===== config.mk =====
export PLATFORM = sky130hd
export DESIGN_NAME = fillscreen
export DESIGN_NICKNAME = d
export VERILOG_FILES = /design/src/rtl/lab_pkg.sv /design/src/rtl/fillscreen_scan_ctr.sv /design/src/rtl/fillscreen.sv
export SDC_FILE = /design/constraint.sdc
export NUM_CORES = 1
export LEC_CHECK = 0
export BUFFER_PORTS_ARGS = -buffer_cell sky130_fd_sc_hd__buf_2
export CAP_MARGIN = 30
export CORE_AREA = 4 4 63 65
export CTS_CLUSTER_SIZE = 25
export DETAILED_ROUTE_END_ITERATION = 7
export DIE_AREA = 0 0 67 69
export SLEW_MARGIN = 20
export SYNTH_ARGS = -nofsm -noshare
export SYNTH_HDL_FRONTEND = slang
export SYNTH_HIERARCHICAL = 1
export SYNTH_SLANG_ARGS = --single-unit

===== constraint.sdc =====
create_clock -name clk -period 1.8 [get_ports clk]
set_input_delay 0 -clock clk [delete_from_list [all_inputs] [get_ports clk]]
set_output_delay 0 -clock clk [all_outputs]
set_load 0.01 [all_outputs]

===== src/rtl/lab_pkg.sv =====
`default_nettype none
// ============================================================================
//  Package     : lab_pkg
//  Description : Shared constants and state type for the fillscreen engine.
//                Frame geometry defaults, VGA coordinate/colour widths and
//                the scan state machine encoding.
//  Revision    : 1.0 - initial release
// ============================================================================
package lab_pkg;

  // Default frame geometry (160x120 VGA adapter frame buffer)
  localparam int SCREEN_W = 160;
  localparam int SCREEN_H = 120;

  // Adapter port widths
  localparam int X_W      = 8;
  localparam int Y_W      = 7;
  localparam int COLOUR_W = 3;

  typedef enum logic [1:0] {
    IDLE = 2'd0,
    FILL = 2'd1,
    DONE = 2'd2
  } fill_state_e;

endpackage : lab_pkg
`default_nettype wire


===== src/rtl/fillscreen_scan_ctr.sv =====
`default_nettype none
// ============================================================================
//  Module      : fillscreen_scan_ctr
//  Description : Nested column-major pixel counter. y is the inner counter
//                (0..SCREEN_H-1); x advances each time y wraps. Both counters
//                wrap only through explicit compares, never by overflow.
//  Revision    : 1.0 - initial release
//
//  Ports
//    clk   in   clock
//    rst   in   synchronous active-high reset, clears both counters
//    en    in   advance one pixel
//    clr   in   return to (0,0); has priority over en
//    last  out  high while the counter sits on (SCREEN_W-1, SCREEN_H-1)
//    x     out  current column
//    y     out  current row
// ============================================================================
module fillscreen_scan_ctr
  import lab_pkg::*;
#(
  parameter int SCREEN_W = lab_pkg::SCREEN_W,
  parameter int SCREEN_H = lab_pkg::SCREEN_H
) (
  input  logic           clk,
  input  logic           rst,
  input  logic           en,
  input  logic           clr,
  output logic           last,
  output logic [X_W-1:0] x,
  output logic [Y_W-1:0] y
);

  localparam logic [X_W-1:0] C_X_MAX = X_W'(SCREEN_W - 1);
  localparam logic [Y_W-1:0] C_Y_MAX = Y_W'(SCREEN_H - 1);

  logic [X_W-1:0] r_x;
  logic [Y_W-1:0] r_y;
  logic           w_x_at_max;
  logic           w_y_at_max;

  assign w_x_at_max = (r_x == C_X_MAX);
  assign w_y_at_max = (r_y == C_Y_MAX);

  always_ff @(posedge clk) begin
    if (rst || clr) begin
      r_x <= '0;
      r_y <= '0;
    end else if (en) begin
      if (w_y_at_max) begin
        r_y <= '0;
        r_x <= w_x_at_max ? '0 : r_x + 1'b1;
      end else begin
        r_y <= r_y + 1'b1;
      end
    end
  end

  assign last = w_x_at_max && w_y_at_max;
  assign x    = r_x;
  assign y    = r_y;

endmodule : fillscreen_scan_ctr
`default_nettype wire


===== src/rtl/fillscreen.sv =====
`default_nettype none
// ============================================================================
//  Module      : fillscreen
//  Description : Paints every pixel of the frame exactly once per start
//                request, one pixel per clock in column-major order, then
//                signals completion through a level start/done handshake.
//                All outputs are registered, so each plotted pixel appears
//                one cycle after the scan counter holds it.
//  Revision    : 1.0 - initial release
//
//  Build option
//    FILLSCREEN_SOLID_EN  defined   : colour is captured when the fill starts
//                                     and used for every pixel of that fill
//                         undefined : vga_colour = x mod 8 (vertical stripes),
//                                     colour input is ignored
//
//  Ports
//    clk         in   clock
//    rst         in   synchronous active-high reset; abandons any fill
//    start       in   level fill request (rising level needed per fill)
//    colour      in   solid fill colour (solid build only)
//    done        out  fill complete, held until start drops
//    vga_x       out  pixel column
//    vga_y       out  pixel row
//    vga_colour  out  pixel colour
//    vga_plot    out  write strobe, one pixel per high cycle
// ============================================================================
module fillscreen
  import lab_pkg::*;
#(
  parameter int SCREEN_W = lab_pkg::SCREEN_W,
  parameter int SCREEN_H = lab_pkg::SCREEN_H
) (
  input  logic                clk,
  input  logic                rst,
  input  logic                start,
  input  logic [COLOUR_W-1:0] colour,
  output logic                done,
  output logic [X_W-1:0]      vga_x,
  output logic [Y_W-1:0]      vga_y,
  output logic [COLOUR_W-1:0] vga_colour,
  output logic                vga_plot
);

  fill_state_e         r_state;
  fill_state_e         w_state_nxt;
  logic                w_ctr_en;
  logic                w_ctr_clr;
  logic                w_ctr_last;
  logic [X_W-1:0]      w_ctr_x;
  logic [Y_W-1:0]      w_ctr_y;
  logic [COLOUR_W-1:0] w_pix_colour;

  fillscreen_scan_ctr #(
    .SCREEN_W (SCREEN_W),
    .SCREEN_H (SCREEN_H)
  ) u_scan_ctr (
    .clk  (clk),
    .rst  (rst),
    .en   (w_ctr_en),
    .clr  (w_ctr_clr),
    .last (w_ctr_last),
    .x    (w_ctr_x),
    .y    (w_ctr_y)
  );

  // --------------------------------------------------------------------------
  // State register
  // --------------------------------------------------------------------------
  always_ff @(posedge clk) begin
    if (rst) begin
      r_state <= IDLE;
    end else begin
      r_state <= w_state_nxt;
    end
  end

  // --------------------------------------------------------------------------
  // Next state and counter control. The counter is held at (0,0) outside
  // FILL so every fill starts from the origin, including after a reset
  // that abandoned a partial fill.
  // --------------------------------------------------------------------------
  always_comb begin
    w_state_nxt = r_state;
    w_ctr_en    = 1'b0;
    w_ctr_clr   = 1'b0;
    case (r_state)
      IDLE: begin
        w_ctr_clr = 1'b1;
        if (start) begin
          w_state_nxt = FILL;
        end
      end
      FILL: begin
        // start is deliberately not looked at: a fill always completes
        w_ctr_en = 1'b1;
        if (w_ctr_last) begin
          w_ctr_clr   = 1'b1;
          w_state_nxt = DONE;
        end
      end
      DONE: begin
        w_ctr_clr = 1'b1;
        if (!start) begin
          w_state_nxt = IDLE;
        end
      end
      default: begin
        w_ctr_clr   = 1'b1;
        w_state_nxt = IDLE;
      end
    endcase
  end

  // --------------------------------------------------------------------------
  // Pixel colour source
  // --------------------------------------------------------------------------
`ifdef FILLSCREEN_SOLID_EN
  logic [COLOUR_W-1:0] r_fill_colour;

  // Captured on the IDLE->FILL transition so mid-fill changes are ignored
  always_ff @(posedge clk) begin
    if (rst) begin
      r_fill_colour <= '0;
    end else if ((r_state == IDLE) && start) begin
      r_fill_colour <= colour;
    end
  end

  assign w_pix_colour = r_fill_colour;
`else
  logic w_colour_unused;

  assign w_colour_unused = ^colour;
  assign w_pix_colour    = w_ctr_x[COLOUR_W-1:0];
`endif

  // --------------------------------------------------------------------------
  // Registered outputs: one pipeline stage behind the scan counter, so the
  // pixel held by the counter in FILL is presented on the next cycle.
  // --------------------------------------------------------------------------
  always_ff @(posedge clk) begin
    if (rst) begin
      done       <= 1'b0;
      vga_plot   <= 1'b0;
      vga_x      <= '0;
      vga_y      <= '0;
      vga_colour <= '0;
    end else begin
      done     <= (r_state == DONE);
      vga_plot <= (r_state == FILL);
      if (r_state == FILL) begin
        vga_x      <= w_ctr_x;
        vga_y      <= w_ctr_y;
        vga_colour <= w_pix_colour;
      end else begin
        vga_x      <= '0;
        vga_y      <= '0;
        vga_colour <= '0;
      end
    end
  end

endmodule : fillscreen
`default_nettype wire


Word-level counts from Yosys, hierarchy flattened
Cells that the tools add are included.

storage, ports and cells
  register bits = 37
  bits of input ports = 6

cells by class
  reductions and logical operators = 6
  equal/unequal tests = 7
  bitwise operators = 1
  mux-type cells = 9
  add/subtract/negate cells = 2

operator list
  operator               count
  $add A8 B1 Y8 const B  1
  $eq A8 B8 Y1 const B   1
  $mux W8                1
  $add A7 B1 Y7 const B  1
  $eq A7 B7 Y1 const B   1
  $mux W7                1
  $mux W2                3
  $pmux W2 S3            1
  $ne A2 B2 Y1 const B   2
  $mux W1                3
  $reduce_and A3 Y1      1
  $eq A2 B1 Y1 const B   1
  $eq A2 B2 Y1 const B   1
  $logic_not A2 Y1       1
  $ne A2 B1 Y1 const B   1
  $reduce_and A2 Y1      1
  $reduce_or A2 Y1       1
  $logic_and A1 B1 Y1    1
  $logic_or A1 B1 Y1     1
  $not A1 Y1             1

Longest topological paths before layout
  word-level depth = 5
  depth in mapped cells = 8
  depth with buffers taken out = 8

By module
The synthesis kept the hierarchy.

by module, submodules not included
  module               times used  sequential area each (um2)  area each (um2)  cells each
  fillscreen_scan_ctr  1           300.3                       739.5            84
  fillscreen           1           380.4                       588.1            48

Least setup slack after synthesis
Ideal clock, no wire load.

  path type = reg2reg
  from = reg u_scan_ctr.r_x[0] (netlist: u_scan_ctr/x[0])
  to = reg u_scan_ctr.r_x[4] (netlist: u_scan_ctr/x[4])
  library setup time = 0.121 ns
  arrival time = 1.583 ns
  setup slack = 0.097 ns
  stages on the path, launching flop included = 9
  path through = dfxtp_1 -> ha_1 -> nor4bb_1 -> nand3_1 -> nor2_1 -> nand2b_1 -> or2_2 -> clkbuf_1 -> nor2_1

between the ends
  word-level cells in the longest chain between the ends = 5
  elaborated cells between the ends (all ways) = 7

RTL lines
  element                 line                       source
  from (decl)             fillscreen_scan_ctr.sv:36  logic [X_W-1:0] r_x;
  from (signal assigned)  fillscreen_scan_ctr.sv:51  r_x <= w_x_at_max ? '0 : r_x + 1'b1;
  $eq A8 B8 Y1            fillscreen_scan_ctr.sv:41  assign w_x_at_max = (r_x == C_X_MAX);
  $logic_and A1 B1 Y1     fillscreen_scan_ctr.sv:58  assign last = w_x_at_max && w_y_at_max;
  via w_ctr_last          fillscreen.sv:49           logic w_ctr_last;
  $mux W1                 fillscreen.sv:97           if (w_ctr_last) begin
  $mux W1                 fillscreen.sv:87           case (r_state)
  via w_ctr_clr           fillscreen.sv:48           logic w_ctr_clr;
  $logic_or A1 B1 Y1      fillscreen_scan_ctr.sv:45  if (rst || clr) begin

The timed path passes the listed nets, and every way through them passes these cells.
A chain may end at the register's enable or synchronous reset.

Final worst setup path
  from = reg u_scan_ctr.r_x[0] (netlist: u_scan_ctr/x[0])
  to = reg u_scan_ctr.r_y[0] (netlist: u_scan_ctr/y[0])

between the ends
  word-level cells in the longest chain between the ends = 5

RTL lines
  element               line                       source
  $eq A8 B8 Y1          fillscreen_scan_ctr.sv:41
  $logic_and A1 B1 Y1   fillscreen_scan_ctr.sv:58
  via w_ctr_last        fillscreen.sv:49
  $mux W1               fillscreen.sv:97
  $mux W1               fillscreen.sv:87
  via w_ctr_clr         fillscreen.sv:48
  $logic_or A1 B1 Y1    fillscreen_scan_ctr.sv:45
  to (signal assigned)  fillscreen_scan_ctr.sv:53  r_y <= r_y + 1'b1;
  to (decl)             fillscreen_scan_ctr.sv:37  logic [Y_W-1:0] r_y;

The timed path passes the listed nets, and every way through them passes these cells.

==> results_dict.tcl <==
set metrics [dict create \
    run_status "completed" \
    slew_headroom_pct 67.55 \
    grt_start_max_net_pins 17 \
    grt_pass1_vias 951 \
    dr_total_vias 980 \
    syn_to_final_growth_pct 20.64 \
    critPathMaxFanout 4 \
    cell_internal_pwr_mw 0.9644 \
    initial_core_util_pct 39.78 \
    grt.total_usage_pct 11.81 \
    drive_gt1_share_pct 27.44 \
    antenna_found_initial 0 \
    htree_levels 2 \
    synth_seq_cells 34 \
    path_buf_inv 0 \
    yosys_warnings 6 \
    firstDrtPassIters 4 \
    setup_viol 0 \
    synth_top_area_share_pct 51.27 \
    cts_sinks 34 \
    gp_congestion 0.8533 \
    hold_path_depth 3 \
    hold_slack_ns 0.4571 \
    path_clk_slew_ns 0.10 \
    io_buffers 22 \
    hp-start "rst" \
    avgViaCountPerCell 4.667 \
    hold_viol 0 \
    crit_chain "ha_1 -> nor4bb_4 -> nand3_2 -> nor2_2 -> nand2b_1 -> nor2_1 -> nand2_1 -> nor2_1" \
    drt-wirelength-per-cell_um 11.05 \
    cap_violations 0 \
    p_per_area_mw_per_mm2 769.0 \
    clk_path_buf_depth 2 \
    p_leak_nw 0.6907 \
    synthTopCellsByCount "dfxtp_1 (34), nor2_1 (18), and2_1 (16), nand2_1 (8)" \
    async_flop_share_pct 0 \
    worstSetupStartpoint "u_scan_ctr/x[0]$_SDFFE_PP0P_" \
    core_area_mm2 0.003337 \
    critPathLaunchType "register" \
    syn_area_mm2 0.001328 \
    clock_latency_ns 0.33 \
    synth_area_leaders "dfxtp_1 (51%), and2_1 (7.5%), nor2_1 (5.1%), xor2_1 (4.6%), xnor2_1 (3.3%)" \
    max_freq_mhz 627.4 \
    reg2reg_depth 8 \
    final.setup.tns_ns 0 \
    end_kind "register" \
    switchingPower_mw 0.2673 \
    seq_area_frac_synth_pct 51.27 \
    p_comb_share_pct 3.4 \
    critical_path_required_ns 2.03 \
    place_hpwl_um 1714 \
    clockPowerShare_pct 34.9 \
    synth_area_leader_cell "dfxtp_1" \
    yosysMostFrequentCell "dfxtp_1" \
    synth_cells 132 \
    ir_drop_mv 0.2711 \
    syn-mean-instance-area_um2 10.06 \
    wirelength_um 2321 \
    diodes 0 \
    drtIter0Drc 30 \
    drc 0 \
    seq_power_share_pct 61.7 \
    tightest_slew_ns 0.4862 \
    cts-buffers-inserted 5 \
    worstPathArrival_ns 1.82 \
    synth-main-ff-cell "dfxtp_1" \
    synth_nets 140 \
    postRouteAntennaNets 0 \
    layout.nets 171 \
    cts_root_buf "clkbuf_4" \
    cp.depth 8 \
    p_sw_share_pct 21.70 \
    dpl_cell_area_mm2 0.001498 \
    max_stage_delay_ns 0.35 \
    finalInstanceArea_mm2 0.001602 \
    num-fill-cells 343 \
    critPathSlowestCell "dfxtp_1" \
    die_h_um 69 \
    finalClockSkew_ns 0.004416 \
    synth_cell_types 31 \
    p_total_mw 1.232 \
    row_count 21 \
    cts_setup_buffers 0 \
    hold_class "primary input to register" \
    r2r-start "u_scan_ctr/x[0]$_SDFFE_PP0P_" \
    period_share_pct 88.55 \
    synth_edf_count 0 \
    worstSetupPathType "register to register" \
    io-pin-count 26 \
    die_w_um 67 \
    cp_top_family "simple AND/OR/NAND/NOR gates" \
    grt-ovfl-total 0 \
    slew_viol_final 0 \
    cts_tree "done" \
    cpMostUsedCell "nor2_1" \
    grt_pass1_wl_um 4133 \
    period_minus_slack_ns 1.594 \
    die-area_mm2 0.004623 \
]
==> layout make-up <==
class	count	area, um2	share of cell area [%]
Timing Repair Buffer	31	182.7	11.41
Tap cell	46	57.56	3.594
Clock buffer	7	55.05	3.437
Sequential cell	34	680.7	42.50
Clock inverter	1	5.005	0.3125
Multi-Input combinational cell	91	620.6	38.75
==> routing by layer <==
metal / GRT usage (%) / part of all wire, %
met1: 12.38 / 42
met2: 19.32 / 49
met3: 4.870 / 6.2
met4: 6.757 / 2.7
met5: 0 / 0
==> cells in the final DEF, fill, tap and decap left out, drive strengths merged, types with 4 or more instances in the layout <==
cell	synthesis	final
dfxtp	34	34
nand2	8	8
and2	16	16
nor2	18	18
clkbuf	1	7
buf	6	29
xnor2	5	5
xor2	7	7
nand3	7	7
nand4	4	4
==> cell families after synthesis <==
logic type / count (synthesis) / synth area share, %
simple gates: 71 / 31.67
flops: 34 / 51.27
buf+inv: 7 / 3.769
xor+xnor: 12 / 7.917
compound gates: 4 / 1.980
mux: 2 / 1.508
fa+ha+maj: 2 / 1.885
==> path summary, 6_finish.rpt <==
path / end / slack [ns]
min reg2reg: vga_x[7]$_SDFF_PP0_ / 0.52
max: u_scan_ctr/y[0]$_SDFFE_PP0P_ / 0.21
max reg2reg: u_scan_ctr/y[0]$_SDFFE_PP0P_ / 0.21
min: r_state[1]$_SDFFE_PP0P_ / 0.46
==> metrics by stage <==
stage          setup WS, ns  util [%]  cells
3_3_place_gp         0.2247     44.88    200
2_1_floorplan       0.09680         -    132
3_5_place_dp         0.1954     44.88    200
5_1_grt            -0.01556     47.99    210
6_report             0.2061     47.99    210
4_1_cts              0.1590     47.28    210
==> worst reg2reg max path, cell delays in order, from the launching register on <==
cell,delay (ns)
dfxtp_1,0.35
ha_1,0.18
nor4bb_4,0.30
nand3_2,0.14
nor2_2,0.14
nand2b_1,0.12
nor2_1,0.07
nand2_1,0.14
nor2_1,0.06
==> flip-flops by register name, indices dropped and copies added, names as in the netlist <==
signal        cells
done              1
u_scan_ctr/y      7
vga_x             8
vga_plot          1
vga_y             7
u_scan_ctr/x      8
r_state           2
==> power groups by stage <==
stage	logic (mW)	clock network [mW]	registers, mW
floorplan	0.0271	0	0.777
global placement	0.0388	0	0.776
detailed placement	0.0393	0	0.777
CTS	0.0428	0.450	0.760
global route	0.0471	0.485	0.761
finish	0.0420	0.430	0.759
==> repair_timing <==
action | 4_1_cts | 5_1_grt
resized for setup | 0 | 5
endpoints found under the setup margin | 0 | 15
hold buffers | 2 | 0
endpoints found under the hold margin | 4 | 0
Note: power is estimated with default switching activity, not from simulation.
